File: src/rtl/enc_pkg.sv
// rtl/enc_pkg.sv - shared types and constants for the encoder quadrature front end
package enc_pkg;

    typedef enum logic {
        ST_INIT = 1'b0,
        ST_RUN  = 1'b1
    } enc_state_t;

    localparam int DEF_FILT_CYCLES = 16;
    localparam int DEF_TICK_DIV    = 2;

    // Quadrature states as {a,b}, listed in forward (A leads B) order
    localparam logic [1:0] QD_S0 = 2'b00;
    localparam logic [1:0] QD_S1 = 2'b10;
    localparam logic [1:0] QD_S2 = 2'b11;
    localparam logic [1:0] QD_S3 = 2'b01;

    function automatic logic [1:0] fwd_next(input logic [1:0] s);
        logic [1:0] n;
        case (s)
            QD_S0:   n = QD_S1;
            QD_S1:   n = QD_S2;
            QD_S2:   n = QD_S3;
            default: n = QD_S0;
        endcase
        return n;
    endfunction

endpackage

File: src/rtl/enc_quad_frontend_if.sv
// rtl/enc_quad_frontend_if.sv - encoder pins in, conditioned step/dir/ticks/pos out
interface enc_quad_frontend_if #(
    parameter int POS_W = 16
);
    logic                    enc_a;
    logic                    enc_b;
    logic                    ticks;
    logic                    step;
    logic                    dir;
    logic                    err;
    logic signed [POS_W-1:0] pos;

    modport master (
        input  enc_a, enc_b,
        output ticks, step, dir, err, pos
    );

    modport slave (
        output enc_a, enc_b,
        input  ticks, step, dir, err, pos
    );
endinterface

File: src/rtl/enc_chan_filter.sv
// rtl/enc_chan_filter.sv - two-flop synchroniser plus stability glitch filter for one channel
module enc_chan_filter
    import enc_pkg::*;
#(
    parameter int FILT_CYCLES = DEF_FILT_CYCLES
) (
    input  logic clk,
    input  logic rst,
    input  logic din,
    output logic filt,
    output logic filt_nxt
);
    localparam int CW = $clog2(FILT_CYCLES + 1);

    logic          s1;
    logic          s2;
    logic [CW-1:0] cnt;
    logic [CW-1:0] cnt_nxt;

    always_comb begin
        filt_nxt = filt;
        cnt_nxt  = '0;
        if (s2 != filt) begin
            if (cnt == CW'(FILT_CYCLES - 1)) begin
                filt_nxt = s2;
            end else begin
                cnt_nxt = cnt + 1'b1;
            end
        end
    end

    always_ff @(posedge clk or posedge rst) begin
        if (rst) begin
            s1   <= 1'b0;
            s2   <= 1'b0;
            cnt  <= '0;
            filt <= 1'b0;
        end else begin
            s1   <= din;
            s2   <= s1;
            cnt  <= cnt_nxt;
            filt <= filt_nxt;
        end
    end

endmodule

File: src/rtl/enc_quad_frontend.sv
// rtl/enc_quad_frontend.sv - quadrature conditioning, 4x decode and ticks regeneration; ENC_POS_COUNT_EN adds pos counter
module enc_quad_frontend
    import enc_pkg::*;
#(
    parameter int FILT_CYCLES = DEF_FILT_CYCLES,
    parameter int TICK_DIV    = DEF_TICK_DIV,
    parameter int POS_W       = 16
) (
    input  logic                clk,
    input  logic                rst,
    enc_quad_frontend_if.master bus
);
    localparam int IW = $clog2(FILT_CYCLES + 3);
    localparam int DW = (TICK_DIV > 1) ? $clog2(TICK_DIV) : 1;

    logic          a_f, a_nxt, b_f, b_nxt;
    enc_state_t    state, state_nxt;
    logic [IW-1:0] init_cnt;
    logic [1:0]    prev;
    logic [1:0]    cur;
    logic          step_nxt, err_nxt, fwd, load_init;
    logic          step_q, err_q, dir_q, ticks_q;
    logic [DW-1:0] div_cnt;

    enc_chan_filter #(.FILT_CYCLES(FILT_CYCLES)) u_filt_a (
        .clk      (clk),
        .rst      (rst),
        .din      (bus.enc_a),
        .filt     (a_f),
        .filt_nxt (a_nxt)
    );

    enc_chan_filter #(.FILT_CYCLES(FILT_CYCLES)) u_filt_b (
        .clk      (clk),
        .rst      (rst),
        .din      (bus.enc_b),
        .filt     (b_f),
        .filt_nxt (b_nxt)
    );

    assign cur = {a_f, b_f};

    always_ff @(posedge clk or posedge rst) begin
        if (rst) begin
            state <= ST_INIT;
        end else begin
            state <= state_nxt;
        end
    end

    always_comb begin
        state_nxt = state;
        step_nxt  = 1'b0;
        err_nxt   = 1'b0;
        fwd       = 1'b0;
        load_init = 1'b0;
        case (state)
            ST_INIT: begin
                if (init_cnt == IW'(FILT_CYCLES + 1)) begin
                    load_init = 1'b1;
                    state_nxt = ST_RUN;
                end
            end
            ST_RUN: begin
                if (cur != prev) begin
                    if (cur == fwd_next(prev)) begin
                        step_nxt = 1'b1;
                        fwd      = 1'b1;
                    end else if (prev == fwd_next(cur)) begin
                        step_nxt = 1'b1;
                    end else begin
                        err_nxt = 1'b1;
                    end
                end
            end
            default: state_nxt = ST_INIT;
        endcase
    end

    // prev takes the filters' in-flight values so an edge settling on the last INIT cycle is not seen as a transition
    always_ff @(posedge clk or posedge rst) begin
        if (rst) begin
            init_cnt <= '0;
            prev     <= 2'b00;
            step_q   <= 1'b0;
            err_q    <= 1'b0;
            dir_q    <= 1'b0;
            ticks_q  <= 1'b0;
            div_cnt  <= '0;
        end else begin
            step_q <= step_nxt;
            err_q  <= err_nxt;
            if (state == ST_INIT) begin
                init_cnt <= init_cnt + 1'b1;
            end
            if (load_init) begin
                prev <= {a_nxt, b_nxt};
            end else if (state == ST_RUN) begin
                prev <= cur;
            end
            if (step_nxt) begin
                dir_q <= fwd;
                if (div_cnt == DW'(TICK_DIV - 1)) begin
                    div_cnt <= '0;
                    ticks_q <= ~ticks_q;
                end else begin
                    div_cnt <= div_cnt + 1'b1;
                end
            end
        end
    end

`ifdef ENC_POS_COUNT_EN
    logic signed [POS_W-1:0] pos_q;

    always_ff @(posedge clk or posedge rst) begin
        if (rst) begin
            pos_q <= '0;
        end else if (step_nxt) begin
            pos_q <= fwd ? pos_q + POS_W'(1) : pos_q - POS_W'(1);
        end
    end

    assign bus.pos = pos_q;
`else
    assign bus.pos = '0;
`endif

    assign bus.ticks = ticks_q;
    assign bus.step  = step_q;
    assign bus.dir   = dir_q;
    assign bus.err   = err_q;

endmodule

File: src/flat_wrapper.sv
// flat-port wrapper written by rule: the top's interface ports become plain ports
module enc_quad_frontend_flat import enc_pkg::*;
#(
    parameter int FILT_CYCLES = DEF_FILT_CYCLES,
    parameter int TICK_DIV    = DEF_TICK_DIV,
    parameter int POS_W       = 16
)
  (clk, rst, bus_enc_a, bus_enc_b, bus_ticks, bus_step, bus_dir, bus_err, bus_pos);
  enc_quad_frontend_if #(.POS_W(POS_W)) bus_i ();
  input  logic clk;
  input  logic rst;
  input wire logic [$bits(bus_i.enc_a)-1:0] bus_enc_a;
  input wire logic [$bits(bus_i.enc_b)-1:0] bus_enc_b;
  output wire logic [$bits(bus_i.ticks)-1:0] bus_ticks;
  output wire logic [$bits(bus_i.step)-1:0] bus_step;
  output wire logic [$bits(bus_i.dir)-1:0] bus_dir;
  output wire logic [$bits(bus_i.err)-1:0] bus_err;
  output wire logic [$bits(bus_i.pos)-1:0] bus_pos;
  assign bus_i.enc_a = bus_enc_a;
  assign bus_i.enc_b = bus_enc_b;
  assign bus_ticks = bus_i.ticks;
  assign bus_step = bus_i.step;
  assign bus_dir = bus_i.dir;
  assign bus_err = bus_i.err;
  assign bus_pos = bus_i.pos;
  enc_quad_frontend #(.FILT_CYCLES(FILT_CYCLES), .TICK_DIV(TICK_DIV), .POS_W(POS_W)) u_core (.clk(clk), .rst(rst), .bus(bus_i));
endmodule
File: config.mk
export PLATFORM = sky130hd
export DESIGN_NAME = enc_quad_frontend_flat
export DESIGN_NICKNAME = d
export VERILOG_FILES = /design/src/rtl/enc_pkg.sv /design/src/rtl/enc_quad_frontend_if.sv /design/src/rtl/enc_chan_filter.sv /design/src/rtl/enc_quad_frontend.sv /design/src/flat_wrapper.sv
export SDC_FILE = /design/constraint.sdc
export NUM_CORES = 1
export LEC_CHECK = 0
export ABC_AREA = 1
export BUFFER_PORTS_ARGS = -buffer_cell sky130_fd_sc_hd__buf_2
export CORE_UTILIZATION = 59
export CTS_BUF_LIST = sky130_fd_sc_hd__clkbuf_16
export CTS_CLUSTER_DIAMETER = 80
export DETAILED_ROUTE_END_ITERATION = 6
export HOLD_SLACK_MARGIN = 0.05
export PLACE_DENSITY = 0.83
export SLEW_MARGIN = 10
export SYNTH_ARGS = -nofsm -noshare
export SYNTH_HDL_FRONTEND = slang
export SYNTH_SLANG_ARGS = --single-unit
File: constraint.sdc
create_clock -name clk -period 3.29 [get_ports clk]
set_input_delay 0.329 -clock clk [delete_from_list [all_inputs] [get_ports clk]]
set_output_delay 0.329 -clock clk [all_outputs]
set_load 0.005 [all_outputs]
# Yosys cells after proc, flatten, opt, wreduce, memory -nomap -nowiden
# Index checks and enable logic that the tools add are counted.
# op_classes
n_addsub	4
mul	0
div	0
n_lt_le_gt_ge	0
eq_ne	12
shift	0
muxes	32
n_bitwise	1
reduce_logical	4
# op_table
op	n
two-way mux 5 bit	4
two-way mux 1 bit	19
adder 5 x 1 -> 5 bit, second input constant	3
two-way mux 2 bit	7
case mux 2 bit (3 select lines)	2
== test 5 x 4 -> 1 bit, second input constant	2
== test 2 bit, second input constant	4
== test 5 bit, second input constant	1
== test 2 bit	2
logical NOT 2 bit	2
!= test 1 bit	2
!= test 2 bit	1
AND reduction 2 bit	1
nonzero test 2 bit	1
adder 1 bit, second input constant	1
inverter 1 bit	1
# totals
register_bits	29
latch_bits	0
ramBits	0
rom_bits	0
in_bits	4
elab_cells	69
n_memories	0

# Logic depth before layout (Yosys ltp)
# depth
depth_word	14
ltp_mapped	9

# Hierarchy
# A second synthesis with hierarchy kept.
# hier_totals
hier_cells	165
hier_area_um2	1441.4
# modules_own_cells
mod	instances	cells_per_inst	area_per_inst_um2	seq_area_each_um2
enc_quad_frontend	1	91	780.7	325.3
enc_chan_filter	2	37	330.3	200.2

# Least setup slack after synthesis
# OpenSTA, ideal clock, no wires.
# synth_path
path_type	register to register
startpoint	register u_core.u_filt_b.cnt[0]
endpoint	register u_core.prev[0]
arrival_ps	1017
path_slack_ps	2152
path_stages_with_launch	8
path_buffers	0
path_cell_list	dfrtp_1 -> ha_1 -> nand2_1 -> nor2_2 -> nand2_1 -> nand2_1 -> o211ai_1 -> nand2_1
# synth_via
elab_chain_cells	4
# synth_rtl
element	line_no	text
from (decl)	enc_chan_filter.sv:17	logic [CW-1:0] cnt;
from (signal assigned)	enc_chan_filter.sv:41	cnt <= cnt_nxt;
== test 5 x 4 -> 1 bit	enc_chan_filter.sv:24	if (cnt == CW'(FILT_CYCLES - 1)) begin
two-way mux 1 bit	enc_chan_filter.sv:24	
two-way mux 1 bit	enc_chan_filter.sv:23	if (s2 != filt) begin
two-way mux 2 bit	enc_quad_frontend.sv:96	if (load_init) begin
to (signal assigned)	enc_quad_frontend.sv:97	prev <= {a_nxt, b_nxt};
to (signal assigned)	enc_quad_frontend.sv:99	prev <= cur;
to (decl)	enc_quad_frontend.sv:19	logic [1:0] prev;
# Every way passes these cells.
# A chain may end at the register's enable or synchronous reset.

==> flow_summary.toml <==
[setup_path]
endpoint_kind = "flop"
critPathArrivalTime_ps = 1410
r2r-start = "u_core.state"
cp.required_ps = 3470
reg2reg_depth = 4
crit_path_start_kind = "flop"
r2r-end = "u_core.init_cnt[4]"
worst-path-max-fanout = 12
rrSetupSlack_ps = 2060
path_class = "flop to flop"

[detailed_routing]
drt_iter0_markers = 15
dr.pass1.iters = 4
drtAntennaViolNets = 0
postRouteWirelength_mm = 2.24
wl_per_cell_microns = 11.6
vias = 916
via_per_inst = 4.75
drc = 0

[power]
intPower_uw = 650
p_leak_nw = 0.838
p_clk_frac = 0.496
worst_ir_drop_vdd_uv = 432
switching_power_uw = 172
power_frac_seq = 0.462
p_sw_frac = 0.210
power-per-cell-area_nw_per_um2 = 515
share_comb_of_total_power = 0.043

[clock_tree]
clock-sinks = 29
cts_hold_buf = 0
cts_resized = 0
postCtsSetupBuffers = 0
insertion_delay_ps = 270
htree_levels = 2
cts_buffers = 5
cts_tree = "yes"
clk_pin_slew_worst_paths_ps = 50
cts_root_buf = "clkbuf_16"
ctsLongestPathBuffers = 2

[synthesis]
syn_inst = 155
synth_area_per_cell_sq_um = 9.63
netlist.area_leader.share = 0.486
synth_area_leaders = "dfrtp_1 (49%), buf_4 (8.0%), nand2_1 (6.8%)"
ys_types = 30
synth_warnings = 0
syn_area_sq_um = 1490
synth_top_area_cell = "dfrtp_1"
ys_ff_latch = 29
yosysSeqAreaShare = 0.486

[timing]
skew_ps = 5.88
grt_setup_unrepaired = "false"
finalSetupViolations = 0
tightest_slew_ps = 1070
slew_headroom = 0.287
finalWorstPathRequiredPeriod_ps = 1230
finalHoldViolations = 0
final_max_slew_viol_count = 0
fin_tns_setup_ps = 0
finalCritPeriodShare = 0.374
fin_hold_ws_ps = 166
fmax_mhz = 812

[grt]
grt_max_degree = 30
first_global_vias = 893
grtUsageTotal = 0.206
grt_pass1_wl_mm = 3.95
grt_antenna_before_repair = 0
grt.overflow.total = 0

[run]
drv_cap = 0

[cells_and_area]
num_antenna_cells = 0
nets = 173
syn_to_final_growth_pct = 6.87
mostFrequentLayoutCell = "dfrtp_1"
drive_gt1_frac = 0.212
nFillCells = 172
final_util = 0.694
layout.cells.most_common_list = "dfrtp_1 (29), nand2_1 (27), inv_1 (17), conb_1 (16), nor2_1 (10)"

[worst_hold_path]
min_from = "bus_enc_a"
hold_end = "u_core.u_filt_a.s1"
hold_depth = 1
hp-class = "primary input to flop"

[die]
die_w_microns = 52.3
die_h_microns = 52.3
num_io_pins = 24
start_util = 0.650
rows = 17
die_area_sq_um = 2740
core_area_sq_um = 2300

[placement]
dp_hpwl_mm = 1.60
globalplace.congestion = 0.882
io_buffer_count = 7

[outcome]
status = "complete, no violations"
[worst max-delay path by stage]
stage	startpoint	to	cells past startpoint	slack, ps
floorplan	u_core.u_filt_b.cnt[0]	u_core.prev[0]	7	2150
global placement	rst	u_core.bus.step	2	2010
detailed placement	rst	u_core.init_cnt[3]	2	1970
CTS	u_core.state	u_core.init_cnt[4]	4	2040
global route	u_core.state	u_core.init_cnt[4]	4	1950
finish	u_core.state	u_core.init_cnt[4]	4	2060
[synth_stat cells]
library cell  number
clkbuf_8           1
nor2_2             2
nand3_1            2
nand3b_1           1
xor2_2             1
nand3_2            1
xnor2_1            2
nor2_1            10
nor3_1             1
conb_1             1
inv_4              1
nand2_2            8
buf_4             16
o21ai_2            1
o21a_1             2
nand4_1            3
a21oi_1            1
nand2_1           27
ha_1               4
xor2_1             7
dfrtp_1           29
inv_2              3
nand2_4            3
o21ai_0            4
o211ai_1           2
o21ai_1            1
nor3_2             2
inv_6              1
buf_6              2
inv_1             16
[power groups by stage]
stage | clock [mW] | combinational, mW | sequential, mW
after floorplan | 0 | 0.0408 | 0.383
after global placement | 0 | 0.0335 | 0.384
after detailed placement | 0 | 0.0352 | 0.385
after CTS | 0.418 | 0.0353 | 0.379
after global routing | 0.434 | 0.0410 | 0.381
final | 0.408 | 0.0350 | 0.379
[logic make-up after synthesis]
family | after synthesis | share of synthesized area
xor gates and xnor gates | 10 | 0.0637
adders and majority gates | 4 | 0.0335
and+or+nand+nor | 60 | 0.205
other | 1 | 0.00251
DFF | 29 | 0.486
buffers and inverters | 40 | 0.163
AOI/OAI and AO/OA | 11 | 0.0461
[worst max-delay path, stage by stage (launching register included)]
cell and delay, ps:
dfrtp_1 550, inv_2 170, nand2_1 100, nor3_2 130
xor2_1 200
[per-layer routing]
layer / routed length [microns] / vias to the layer above / part of all wire / GRT usage
li1: - / 461 / - / -
met5: 0 / - / 0 / 0
met4: 38 / 0 / 0.017 / 0.101
met3: 113 / 4 / 0.050 / 0.0696
met1: 957 / 423 / 0.43 / 0.246
met2: 1130 / 28 / 0.50 / 0.331
[sequential cells by signal, indices dropped and copies added (netlist names), 2 cells and up]
signal / flops
u_core.init_cnt: 5
u_core.prev: 2
u_core.u_filt_a.cnt: 5
u_core.u_filt_b.cnt: 5
[final cells by class]
cell class | count | area, sq um | share of cell area
clock buffer | 5 | 125 | 0.0784
inverter | 21 | 86.3 | 0.0541
tap | 28 | 35.0 | 0.0220
clock inverter | 2 | 7.51 | 0.00471
sequential | 29 | 726 | 0.455
timing repair buffer | 7 | 35.0 | 0.0220
multi-input combinational | 101 | 581 | 0.364
[stage by stage]
step	instance area (sq um)	std cells	worst slack (ps)	total power [mW]
3_3_place_gp	1460	186	2010	0.417
6_report	1600	193	2060	0.822
5_1_grt	1600	193	1950	0.857
4_1_cts	1600	193	2040	0.833
3_5_place_dp	1460	186	1970	0.420
2_1_floorplan	1550	170	2150	0.424
(Power assumes the default switching activity.)
